===== src/rtl/pipe_pkg.sv =====
// Shared types and defaults for the pipeline sequencer.
// State encoding plus default counter width and memory timeout.
package pipe_pkg;

  typedef enum logic [1:0] {
    RUN      = 2'd0,
    MEM_WAIT = 2'd1,
    ERR      = 2'd2
  } ctrl_state_t;

  localparam int CNT_W_DEF       = 16;
  localparam int MEM_TIMEOUT_DEF = 64;

endpackage


===== src/rtl/pipe_ctrl_s_sat_counter.sv =====
// Saturating up-counter with asynchronous active-low clear.
// Holds at all-ones instead of wrapping.
module sat_counter #(
  parameter int W = 16
) (
  input  logic         clk,
  input  logic         clr_n,
  input  logic         en,
  output logic [W-1:0] q
);

  always_ff @(posedge clk or negedge clr_n) begin
    if (!clr_n)
      q <= '0;
    else if (en && (q != '1))
      q <= q + W'(1);
  end

endmodule


===== src/rtl/pipe_ctrl_s.sv =====
// Central pipeline sequencer: stage enables, flushes, dmem wait FSM,
// timeout trap and saturating stall/flush perf counters.
module pipe_ctrl_s
  import pipe_pkg::*;
#(
  parameter int CNT_W       = CNT_W_DEF,
  parameter int MEM_TIMEOUT = MEM_TIMEOUT_DEF
) (
  input  logic             clk,
  input  logic             rst_n,
  input  logic             hdu_stall,
  input  logic             ex_branch_taken,
  input  logic             mem_access,
  input  logic             dmem_ack,
  output logic             dmem_req,
  output logic             pc_we,
  output logic             pc_redirect,
  output logic             ifid_we,
  output logic             idex_we,
  output logic             exmem_we,
  output logic             memwb_we,
  output logic             ifid_flush,
  output logic             idex_flush,
  output logic             memwb_bubble,
  output logic             err,
  output logic [CNT_W-1:0] stall_cnt,
  output logic [CNT_W-1:0] flush_cnt
);

  localparam int TW = (MEM_TIMEOUT > 2) ? $clog2(MEM_TIMEOUT) : 1;
  localparam logic [TW-1:0] T_LAST = TW'(MEM_TIMEOUT - 1);

  ctrl_state_t   state_q, state_d;
  logic [TW-1:0] timer_q, timer_d;
  logic          freeze, served;

  always_comb begin
    state_d      = state_q;
    timer_d      = timer_q;
    freeze       = 1'b0;
    served       = 1'b0;
    dmem_req     = 1'b0;
    pc_we        = 1'b1;
    pc_redirect  = 1'b0;
    ifid_we      = 1'b1;
    idex_we      = 1'b1;
    exmem_we     = 1'b1;
    memwb_we     = 1'b1;
    ifid_flush   = 1'b0;
    idex_flush   = 1'b0;
    memwb_bubble = 1'b0;
    err          = 1'b0;

    unique case (state_q)
      RUN: begin
        dmem_req = mem_access;
        if (mem_access && !dmem_ack) begin
          freeze  = 1'b1;
          state_d = MEM_WAIT;
          timer_d = TW'(1);
        end else begin
          served = 1'b1;
        end
      end
      MEM_WAIT: begin
        dmem_req = 1'b1;
        if (dmem_ack) begin
          served  = 1'b1;
          state_d = RUN;
          timer_d = '0;
        end else begin
          freeze = 1'b1;
          if (timer_q == T_LAST)
            state_d = ERR;
          else
            timer_d = timer_q + TW'(1);
        end
      end
      ERR: begin
        err      = 1'b1;
        pc_we    = 1'b0;
        ifid_we  = 1'b0;
        idex_we  = 1'b0;
        exmem_we = 1'b0;
        memwb_we = 1'b0;
      end
      default: state_d = RUN;
    endcase

    if (freeze) begin
      pc_we        = 1'b0;
      ifid_we      = 1'b0;
      idex_we      = 1'b0;
      exmem_we     = 1'b0;
      memwb_bubble = 1'b1;
    end

    // A taken branch squashes the younger stalled instruction.
    if (served) begin
      priority case (1'b1)
        ex_branch_taken: begin
          pc_redirect = 1'b1;
          ifid_flush  = 1'b1;
          idex_flush  = 1'b1;
        end
        hdu_stall: begin
          pc_we      = 1'b0;
          ifid_we    = 1'b0;
          idex_flush = 1'b1;
        end
        default: ;
      endcase
    end

    // Reset drops any request at once and leaves the pipe open.
    if (!rst_n) begin
      dmem_req     = 1'b0;
      pc_we        = 1'b1;
      pc_redirect  = 1'b0;
      ifid_we      = 1'b1;
      idex_we      = 1'b1;
      exmem_we     = 1'b1;
      memwb_we     = 1'b1;
      ifid_flush   = 1'b0;
      idex_flush   = 1'b0;
      memwb_bubble = 1'b0;
      err          = 1'b0;
    end
  end

  always_ff @(posedge clk or negedge rst_n) begin
    if (!rst_n) begin
      state_q <= RUN;
      timer_q <= '0;
    end else begin
      state_q <= state_d;
      timer_q <= timer_d;
    end
  end

  sat_counter #(.W(CNT_W)) u_stall_cnt (
    .clk   (clk),
    .clr_n (rst_n),
    .en    (!pc_we),
    .q     (stall_cnt)
  );

  sat_counter #(.W(CNT_W)) u_flush_cnt (
    .clk   (clk),
    .clr_n (rst_n),
    .en    (pc_redirect),
    .q     (flush_cnt)
  );

endmodule


===== config.mk =====
export PLATFORM = sky130hd
export DESIGN_NAME = pipe_ctrl_s
export DESIGN_NICKNAME = d
export VERILOG_FILES = /design/src/rtl/pipe_pkg.sv /design/src/rtl/pipe_ctrl_s_sat_counter.sv /design/src/rtl/pipe_ctrl_s.sv
export SDC_FILE = /design/constraint.sdc
export NUM_CORES = 1
export LEC_CHECK = 0
export BUFFER_PORTS_ARGS = -buffer_cell sky130_fd_sc_hd__buf_2
export CORE_UTILIZATION = 45
export DETAILED_ROUTE_END_ITERATION = 16
export MAX_ROUTING_LAYER = met4
export PLACE_DENSITY_LB_ADDON = 0.1
export SYNTH_ARGS = -nofsm -noshare
export SYNTH_HDL_FRONTEND = slang
export SYNTH_SLANG_ARGS = --single-unit

===== constraint.sdc =====
create_clock -name clk -period 3.7 [get_ports clk]
set_input_delay 0 -clock clk [delete_from_list [all_inputs] [get_ports clk]]
set_output_delay 0 -clock clk [all_outputs]
set_load 0.005 [all_outputs]

==> results of run 1 <==
## per-layer routing
metal	GRT usage [%]	vias up	part of all wire, %
met4	5.88	0	0.93
met5	-	-	0
met2	27.7	40	44
met3	3.04	5	4.2
li1	-	890	-
met1	28.1	864	51
## worst register-to-register path: cells and delay by family (launching register included)
family,cells,cell delay (ns)
AO/OA/AOI/OAI,2,0.81
buffers and inverters,1,0.14
flip-flops,1,0.53
multiplexers,1,0.35
AND/OR/NAND/NOR,1,0.22
## state kept, by name, summed over array words and instances, names as in the netlist
signal,cells
state_q,2
timer_q,6
u_flush_cnt.q,16
u_stall_cnt.q,16
## kinds of logic (layout without fill, tap and decap cells)
family	count (synthesis)	after routing	synth area share (%)
AOI/OAI and AO/OA	34	34	12.5
xor gates and xnor gates	25	25	9.73
adders and majority gates	3	3	1.67
buffers and inverters	15	64	3.67
DFF	40	40	44.5
muxes	7	7	3.67
and+or+nand+nor	94	94	24.3
## final cells by class
class | instances | area [um2]
timing repair buffer | 50 | 258
fill | 484 | 2140
clock buffer | 6 | 72.6
inverter | 7 | 26.3
sequential | 40 | 1000
tap | 67 | 83.8
multi-input combinational | 163 | 1170
clock inverter | 1 | 5.00
## cells in the mapped netlist (2+ instances only)
master and number:
sky130_fd_sc_hd__dfrtp_1 40, sky130_fd_sc_hd__nand2_1 21, sky130_fd_sc_hd__xnor2_1 16, sky130_fd_sc_hd__nand3_1 13, sky130_fd_sc_hd__nor2_1 11, sky130_fd_sc_hd__nand4_1 9, sky130_fd_sc_hd__xor2_1 9, sky130_fd_sc_hd__o21ai_0 8
sky130_fd_sc_hd__nor3_1 7, sky130_fd_sc_hd__inv_1 6, sky130_fd_sc_hd__mux2_2 6, sky130_fd_sc_hd__a21oi_1 5, sky130_fd_sc_hd__and3_1 4, sky130_fd_sc_hd__buf_4 4, sky130_fd_sc_hd__o31ai_1 4, sky130_fd_sc_hd__buf_2 3
sky130_fd_sc_hd__ha_1 3, sky130_fd_sc_hd__o211ai_2 3, sky130_fd_sc_hd__or2_2 3, sky130_fd_sc_hd__a211oi_2 2, sky130_fd_sc_hd__and2_1 2, sky130_fd_sc_hd__and4_1 2, sky130_fd_sc_hd__nand2b_1 2, sky130_fd_sc_hd__nand3b_1 2
sky130_fd_sc_hd__nand4b_1 2, sky130_fd_sc_hd__nor3_2 2, sky130_fd_sc_hd__nor4_1 2, sky130_fd_sc_hd__o2111ai_2 2, sky130_fd_sc_hd__o211ai_1 2, sky130_fd_sc_hd__or3_1 2
## through the flow
step           cell area [um2]  std cells  setup slack [ns]  hold slack [ns]  util (%)
2_1_floorplan             2250        218              1.81           -0.296         -
3_3_place_gp              2530        326              1.59         -0.00431      53.1
3_5_place_dp              2530        326              1.54         -0.00491      53.1
4_1_cts                   2610        334              1.54            0.133      55.0
5_1_grt                   2610        334              1.40            0.155      55.0
6_report                  2610        334              1.55            0.138      55.0
## how the worst min path moves through the flow
stage / start / endpoint / slack (ns) / cells after the start
2_1_floorplan: rst_n / state_q[0]$_DFFE_PN0P_ / -0.30 / 0
3_3_place_gp: rst_n / timer_q[1]$_DFFE_PN0P_ / -0.004 / 1
3_5_place_dp: rst_n / timer_q[0]$_DFFE_PN0P_ / -0.005 / 1
4_1_cts: dmem_ack / timer_q[0]$_DFFE_PN0P_ / 0.13 / 3
5_1_grt: dmem_ack / timer_q[0]$_DFFE_PN0P_ / 0.16 / 3
6_report: dmem_ack / timer_q[0]$_DFFE_PN0P_ / 0.14 / 3
## power by group through the flow
stage               Sequential [mW]  Combinational (mW)  Clock, mW
CTS                           0.588               0.256      0.283
detailed placement            0.595               0.253          0
global route                  0.603               0.285      0.300
finish                        0.588               0.249      0.269
floorplan                     0.587               0.149          0
global placement              0.591               0.247          0
## repair_timing
item	CTS	global route
hold buffers	1	0
endpoints found under the hold margin	20	0
setup endpoints to repair	0	0
resized for setup	0	0
==> impl_metrics.tcl, run 1 <==
set metrics [dict create \
    cts_max_level 2 \
    p_per_area_mw_per_mm2 423 \
    tritoncts "yes" \
    avgViaCountPerCell 5.39 \
    critical_path.n_buffers_inverters 1 \
    route.detailed.drc 0 \
    worst_ep_required_time_ns 3.87 \
    final_net_count 276 \
    clk-insertion-delay-late_ns 0.28 \
    power.share.sequential_pct 53.1 \
    mostFrequentLayoutCells "48 x sky130_fd_sc_hd__buf_2, 40 x sky130_fd_sc_hd__dfrtp_1, 21 x sky130_fd_sc_hd__nand2_1" \
    static-leakage-power_nw 1.23 \
    first_pass_grt_wire_length_um 7670 \
    wl_um 4540 \
    min_period_over_period_pct 58.2 \
    wl_per_cell_um 13.6 \
    post_synth_num_cell_types 51 \
    critical_path.reg2reg.startpoint "state_q[0]$_DFFE_PN0P_" \
    finalWorstPathRequiredPeriod_ns 2.15 \
    placement.io_buffers 48 \
    timing_endpoint_of_the_critical_path "u_stall_cnt.q[10]$_DFFE_PN0P_" \
    finalSetupViolations 0 \
    synthesis.yosys.warnings 0 \
    net-switching-power_uw 348 \
    grt_start_max_net_pins 25 \
    first_pass_iters 4 \
    fin_skew_ns 0.00358 \
    routed-via-count 1799 \
    grt_setup_unrepaired "false" \
    crit_path_cell_chain "o21ba_2 > o311a_1 > inv_2 > nor3_1 > mux2_2" \
    cts_buffer_depth 2 \
    critPathLaunchType "register" \
    grt_antenna_before_repair 0 \
    cts_sinks 40 \
    maximum_frequency_from_static_timing_analysis_mhz 464 \
    grt_pass1_vias 1632 \
    remaining_antenna_violation_count_after_routing 0 \
    synth-async-reset-ratio_pct 100 \
    cpPeakStageDelay_ns 0.55 \
    die_h_um 72.7 \
    vdd.ir_drop.worst_mv 0.227 \
    synth-edff-count 0 \
    yosys_register_bits 40 \
    place_hpwl_um 3360 \
    synth.top_cells.by_area "sky130_fd_sc_hd__dfrtp_1 44%, sky130_fd_sc_hd__xnor2_1 6.2%, sky130_fd_sc_hd__nand2_1 3.5%, sky130_fd_sc_hd__xor2_1 3.5%, sky130_fd_sc_hd__mux2_2 3.0%" \
    drive_gt1_share_pct 30.7 \
    place.gp.congestion 0.787 \
    relSlewSlack_pct 61.8 \
    diodes 0 \
    total_power_mw 1.11 \
    detail_route.iter0.violations 57 \
    fp.dieArea_mm2 0.00529 \
    syn_nets 227 \
    worstHoldPathType "primary input to register" \
    yosysTopAreaCell "sky130_fd_sc_hd__dfrtp_1" \
    io_pins 49 \
    rows 25 \
    drv_cap 0 \
    cts_buffers 5 \
    postSynthCellCount 218 \
    power.internal_uw 758 \
    grt.total_usage_pct 19.3 \
    synth_top_cell_area_share_pct 44.5 \
    path_delay_family "compound AO/OA/AOI/OAI gates" \
    hold_viol_final 0 \
    timing_worst_slew_pin_value_ns 0.573 \
    design.core.area_mm2 0.00475 \
    crit_path_max_fo 12 \
    x_dimension_of_the_die_um 72.7 \
    setup.worst_path.start "state_q[0]$_DFFE_PN0P_" \
    worstSetupPathDepth 5 \
    initial_core_util_pct 47.3 \
    synth.yosys.seq_area_share_pct 44.5 \
    synth_area_mm2 0.00225 \
    switching_share_pct 31.5 \
    tns_ns 0 \
    post-cts-setup-buffer-count 0 \
    clkTransAtPathRegs_ns 0.07 \
    gr-total-overflow 0 \
    share_clk_of_total_power_pct 24.3 \
    report.final.slew_viol_count 0 \
    r2r_setup_slack_ns 1.55 \
    share_comb_of_total_power_pct 22.5 \
    worstReg2RegEnd "u_stall_cnt.q[10]$_DFFE_PN0P_" \
    clock_tree_root_buffer_cell "sky130_fd_sc_hd__clkbuf_8" \
    setup.worst_path.end_class "register" \
    final_common_cell "sky130_fd_sc_hd__buf_2" \
    r2r.worst_path.cells 5 \
    path_class "register to register" \
    worst-endpoint-arrival_ns 2.33 \
    area.growth.synth_to_final_pct 16.1 \
    syn_area_per_cell_um2 10.3 \
    crit_path_top_delay_cell "sky130_fd_sc_hd__o311a_1" \
    synth_top_flop_cell "sky130_fd_sc_hd__dfrtp_1" \
    run_status "complete, no violations" \
]
Note: power is estimated with default switching activity, not from simulation.
==> inputs of run 2 (changes only) <==
clock period = 2.1 ns   (was 3.7 ns; I/O delays follow)
==> impl_metrics.tcl, run 2 (synthesis gave the netlist of run 1 again) <==
set metrics [dict create \
    run_status "complete, no violations" \
    tns_ns 0 \
    cts_sinks 40 \
    cts_buffers 5 \
    pre_cts_slack_ns 0.268 \
    critical_path.reg2reg.startpoint "state_q[1]$_DFFE_PN0P_" \
    filler_cell_count 456 \
    remaining_antenna_violation_count_after_routing 0 \
    finalWorstPathRequiredPeriod_ns 1.86 \
    setup.worst_path.start "state_q[1]$_DFFE_PN0P_" \
    report.final.slew_viol_count 0 \
    vdd.ir_drop.worst_mv 0.534 \
    finish.cell_count_without_fillers 338 \
    gr-total-overflow 0 \
    wl_um 4720 \
    grt_pass1_vias 1648 \
    clk-insertion-delay-late_ns 0.30 \
    wl_per_cell_um 14.0 \
    detail_route.iter0.violations 123 \
    hold_ws_ns 0.120 \
    drv_cap 0 \
    grt_setup_unrepaired "false" \
    grt_antenna_before_repair 0 \
    fin_util_pct 55.6 \
    r2r_setup_slack_ns 0.24 \
    worst-endpoint-arrival_ns 2.04 \
    timing_endpoint_of_the_critical_path "u_flush_cnt.q[10]$_DFFE_PN0P_" \
    min_period_over_period_pct 88.7 \
    x_dimension_of_the_die_um 72.7 \
    clock_tree_root_buffer_cell "sky130_fd_sc_hd__clkbuf_8" \
    critPathLaunchType "register" \
    diodes 0 \
    rows 25 \
    grt_start_max_net_pins 45 \
    initial_core_util_pct 47.3 \
    io_pins 49 \
    grt.total_usage_pct 19.7 \
    route.detailed.drc 0 \
    cts_buffer_depth 2 \
    place.gp.congestion 0.798 \
    die_h_um 72.7 \
    routed-via-count 1826 \
    tritoncts "yes" \
    finish.instance_area_mm2 0.00264 \
    area.sequential_mm2 0.00100 \
    first_pass_iters 4 \
    clkTransAtPathRegs_ns 0.08 \
    first_pass_grt_wire_length_um 7830 \
    hold_viol_final 0 \
    final_critical_path_setup_slack_ns 0.238 \
    fin_skew_ns 0.0138 \
    maximum_frequency_from_static_timing_analysis_mhz 537 \
    placement.io_buffers 48 \
    cts_max_level 2 \
    path_class "register to register" \
    setup.worst_path.end_class "register" \
    static-leakage-power_nw 1.25 \
    place_hpwl_um 3340 \
    area.growth.synth_to_final_pct 17.5 \
    final_net_count 280 \
    largestRegisters "u_flush_cnt.q: 16 flops, u_stall_cnt.q: 16 flops, timer_q: 6 flops" \
    p_per_area_mw_per_mm2 743 \
    total_power_mw 1.96 \
    cell_area_reported_after_detailed_placement_mm2 0.00256 \
    r2r.worst_path.cells 4 \
    crit_path_max_fo 7 \
    dp.cells 330 \
    avgViaCountPerCell 5.40 \
    worstHoldPathType "primary input to register" \
    worstReg2RegEnd "u_flush_cnt.q[10]$_DFFE_PN0P_" \
    relSlewSlack_pct 63.8 \
    fp.dieArea_mm2 0.00529 \
    multiInputGateArea_mm2 0.00117 \
    timing_worst_slew_pin_value_ns 0.539 \
    mostFrequentLayoutCells "48 x sky130_fd_sc_hd__buf_2, 40 x sky130_fd_sc_hd__dfrtp_1, 21 x sky130_fd_sc_hd__nand2_1" \
    worst_ep_required_time_ns 2.27 \
    finalSetupViolations 0 \
    design.core.area_mm2 0.00475 \
    final_common_cell "sky130_fd_sc_hd__buf_2" \
    drive_gt1_share_pct 31.7 \
]
==> run 2: cell types whose count changed in the layout (fill, tap and decap cells not counted), sizes merged <==
cell,change
buf,+4
==> run 2: worst min path at each step <==
stage / slack, ns / from / depth (start not counted) / end
global placement: 0.18 / rst_n / 2 / timer_q[4]$_DFFE_PN0P_
global route: 0.15 / dmem_ack / 3 / timer_q[0]$_DFFE_PN0P_
detailed placement: 0.17 / rst_n / 2 / timer_q[4]$_DFFE_PN0P_
floorplan: -0.30 / rst_n / 0 / state_q[0]$_DFFE_PN0P_
finish: 0.12 / dmem_ack / 3 / timer_q[0]$_DFFE_PN0P_
CTS: 0.11 / dmem_ack / 3 / timer_q[0]$_DFFE_PN0P_
==> run 2: power breakdown <==
group / total [mW] / switching (mW) / internal, mW
logic: 0.446 / 0.218 / 0.228
registers: 1.03 / 0.144 / 0.884
clock network: 0.491 / 0.265 / 0.226
total: 1.96 / 0.627 / 1.34
==> run 2: cell type report <==
cell class                 instances  share of cell area, %
multi-input combinational        163                   44.2
tap                               67                   3.17
inverter                           7                  0.994
timing repair buffer              54                   10.9
clock inverter                     1                  0.189
clock buffer                       6                   2.74
sequential                        40                   37.9
==> run 2: repair_timing <==
action / 4_1_cts / 5_1_grt
hold endpoints to repair: 40 / 0
buffers inserted: 0 / 0
hold buffers: 1 / 0
gates resized for setup: 0 / 0
==> run 2: worst max-delay path, cell delays in order (launching register included) <==
cell,delay [ns]
sky130_fd_sc_hd__dfrtp_1,0.43
sky130_fd_sc_hd__nand3b_1,0.24
sky130_fd_sc_hd__or3b_1,0.52
sky130_fd_sc_hd__nor3_1,0.20
sky130_fd_sc_hd__mux2_2,0.35
==> run 2: metal layers <==
| layer | GRT usage, % | up-vias | part of all wire, % |
|---|---|---|---|
| li1 | - | 893 | - |
| met1 | 28.4 | 886 | 52 |
| met2 | 27.6 | 43 | 42 |
| met3 | 4.14 | 4 | 4.3 |
| met4 | 6.54 | 0 | 0.78 |
| met5 | - | - | 0 |
==> inputs of run 3 (changes only) <==
--- a/config.mk
+++ b/config.mk
@@ -8,2 +8,3 @@
 export BUFFER_PORTS_ARGS = -buffer_cell sky130_fd_sc_hd__buf_2
+export CORE_ASPECT_RATIO = 1.1
 export CORE_UTILIZATION = 45
==> constraint.sdc (replaced) <==
create_clock -name clk -period 2.07 [get_ports clk]
set_input_delay 0.1035 -clock clk [delete_from_list [all_inputs] [get_ports clk]]
set_output_delay 0.1035 -clock clk [all_outputs]
set_load 0.005 [all_outputs]
==> impl_metrics.tcl, run 3 (synthesis gave the netlist of run 1 again) <==
set metrics [dict create \
    power.internal_mw 1.49 \
    detail_route.iter0.violations 74 \
    wl_per_cell_um 14.1 \
    vdd.ir_drop.worst_mv 0.601 \
    placement.io_buffers 48 \
    routed-via-count 1829 \
    cpPeakStageDelay_ns 0.54 \
    die_h_um 76.2 \
    avgViaCountPerCell 5.48 \
    gr-total-overflow 0 \
    cts_buffers 5 \
    route.detailed.drc 0 \
    rows 26 \
    io_pins 49 \
    clk-insertion-delay-late_ns 0.29 \
    grt_setup_unrepaired "false" \
    switching_share_pct 30.2 \
    worstHoldPathType "primary input to register" \
    crit_path_top_delay_cell "sky130_fd_sc_hd__or4_4" \
    post_cts_resized 0 \
    path_delay_family "simple AND/OR/NAND/NOR gates" \
    run_status "complete, no violations" \
    final_net_count 286 \
    cts_hold_bufs 1 \
    post-cts-setup-buffer-count 0 \
    worst_ep_required_time_ns 2.24 \
    place_hpwl_um 3500 \
    relSlewSlack_pct 64.0 \
    share_clk_of_total_power_pct 29.4 \
    min_period_over_period_pct 90.1 \
    worstSetupPathDepth 5 \
    critical_path.n_buffers_inverters 0 \
    crit_path_cell_chain "ha_1 > nand2_1 > or4_4 > o21ai_4 > mux2_4" \
    fin_skew_ns 0.00949 \
    cts_sinks 40 \
    crit_path_max_fo 4 \
    static-leakage-power_nw 1.30 \
    power.share.sequential_pct 49.1 \
    maximum_frequency_from_static_timing_analysis_mhz 536 \
    total_power_mw 2.14 \
    clock_tree_root_buffer_cell "sky130_fd_sc_hd__clkbuf_8" \
    design.core.area_mm2 0.00472 \
    clkTransAtPathRegs_ns 0.08 \
    wl_um 4720 \
    worst_hold_path.num_cells 3 \
    grt_pass1_vias 1734 \
    fp.dieArea_mm2 0.00529 \
    share_comb_of_total_power_pct 21.6 \
    worst-endpoint-arrival_ns 2.03 \
    cts_buffer_depth 2 \
    setup.worst_path.end_class "register" \
    timing_worst_slew_pin_value_ns 0.538 \
    r2r.worst_path.cells 5 \
    mostFrequentLayoutCells "48 x sky130_fd_sc_hd__buf_2, 40 x sky130_fd_sc_hd__dfrtp_1, 21 x sky130_fd_sc_hd__nand2_1" \
    remaining_antenna_violation_count_after_routing 0 \
    critPathLaunchType "register" \
    first_pass_iters 4 \
    tritoncts "yes" \
    drive_gt1_share_pct 33.5 \
    finalWorstPathRequiredPeriod_ns 1.86 \
    area.growth.synth_to_final_pct 20.2 \
    grt_start_max_net_pins 45 \
    x_dimension_of_the_die_um 69.4 \
    path_class "register to register" \
    grt.total_usage_pct 19.4 \
    report.final.slew_viol_count 0 \
    first_pass_grt_wire_length_um 8090 \
    drv_cap 0 \
    finalSetupViolations 0 \
    hold_viol_final 0 \
    net-switching-power_uw 645 \
    initial_core_util_pct 47.7 \
    grt_antenna_before_repair 0 \
    tns_ns 0 \
    final_common_cell "sky130_fd_sc_hd__buf_2" \
    cts_max_level 2 \
    place.gp.congestion 0.769 \
    diodes 0 \
    p_per_area_mw_per_mm2 789 \
    largestRegisters "u_flush_cnt.q: 16 flops, u_stall_cnt.q: 16 flops, timer_q: 6 flops" \
]
## run 3: cell type report
cell class	count	area, um2
clock buffers	6	72.6
well taps	56	70.1
fillers	440	2010
inverters	7	26.3
clock inverters	2	35.0
repair buffers	60	333
multi-input cells	163	1170
flip-flops and latches	40	1000
## run 3: worst paths after layout
path / start / to / slack [ns]
min in group asynchronous: rst_n / timer_q[3]$_DFFE_PN0P_ / 0.47
min: dmem_ack / timer_q[0]$_DFFE_PN0P_ / 0.22
max: u_stall_cnt.q[0]$_DFFE_PN0P_ / u_stall_cnt.q[1]$_DFFE_PN0P_ / 0.21
max reg2reg: u_stall_cnt.q[0]$_DFFE_PN0P_ / u_stall_cnt.q[1]$_DFFE_PN0P_ / 0.21
min reg2reg: u_flush_cnt.q[14]$_DFFE_PN0P_ / u_flush_cnt.q[14]$_DFFE_PN0P_ / 0.50
max in group asynchronous: rst_n / u_stall_cnt.q[1]$_DFFE_PN0P_ / 1.24
## run 3: worst register-to-register path, cell delays in order (launching register included)
cell and delay [ns]:
sky130_fd_sc_hd__dfrtp_1 0.41, sky130_fd_sc_hd__ha_1 0.22, sky130_fd_sc_hd__nand2_1 0.07, sky130_fd_sc_hd__or4_4 0.54, sky130_fd_sc_hd__o21ai_4 0.20, sky130_fd_sc_hd__mux2_4 0.32
## run 3: layer usage
| metal | global-route usage, % | part of all wire (%) | wire, um | vias to the layer above |
|---|---|---|---|---|
| met5 | - | 0 | 0 | - |
| met1 | 25.1 | 48 | 2280 | 878 |
| li1 | - | - | - | 907 |
| met3 | 3.84 | 3.4 | 162 | 5 |
| met2 | 31.0 | 47 | 2230 | 39 |
| met4 | 5.51 | 0.97 | 46 | 0 |
## run 3: power by group through the flow
stage | Clock, mW | Sequential, mW | Combinational [mW]
floorplan | 0 | 1.05 | 0.267
global placement | 0 | 1.05 | 0.455
detailed placement | 0 | 1.06 | 0.467
CTS | 0.644 | 1.05 | 0.469
global route | 0.672 | 1.07 | 0.523
finish | 0.627 | 1.05 | 0.460
## run 3: stage by stage
step	hold WS [ns]	instances	instance area, um2	setup WS, ns	util, %
floorplan	-0.192	218	2250	0.177	-
global placement	0.270	325	2590	0.279	54.9
detailed placement	0.265	325	2590	0.220	54.9
CTS	0.218	334	2710	0.200	57.3
global route	0.240	334	2710	0.0804	57.3
finish	0.222	334	2710	0.206	57.3
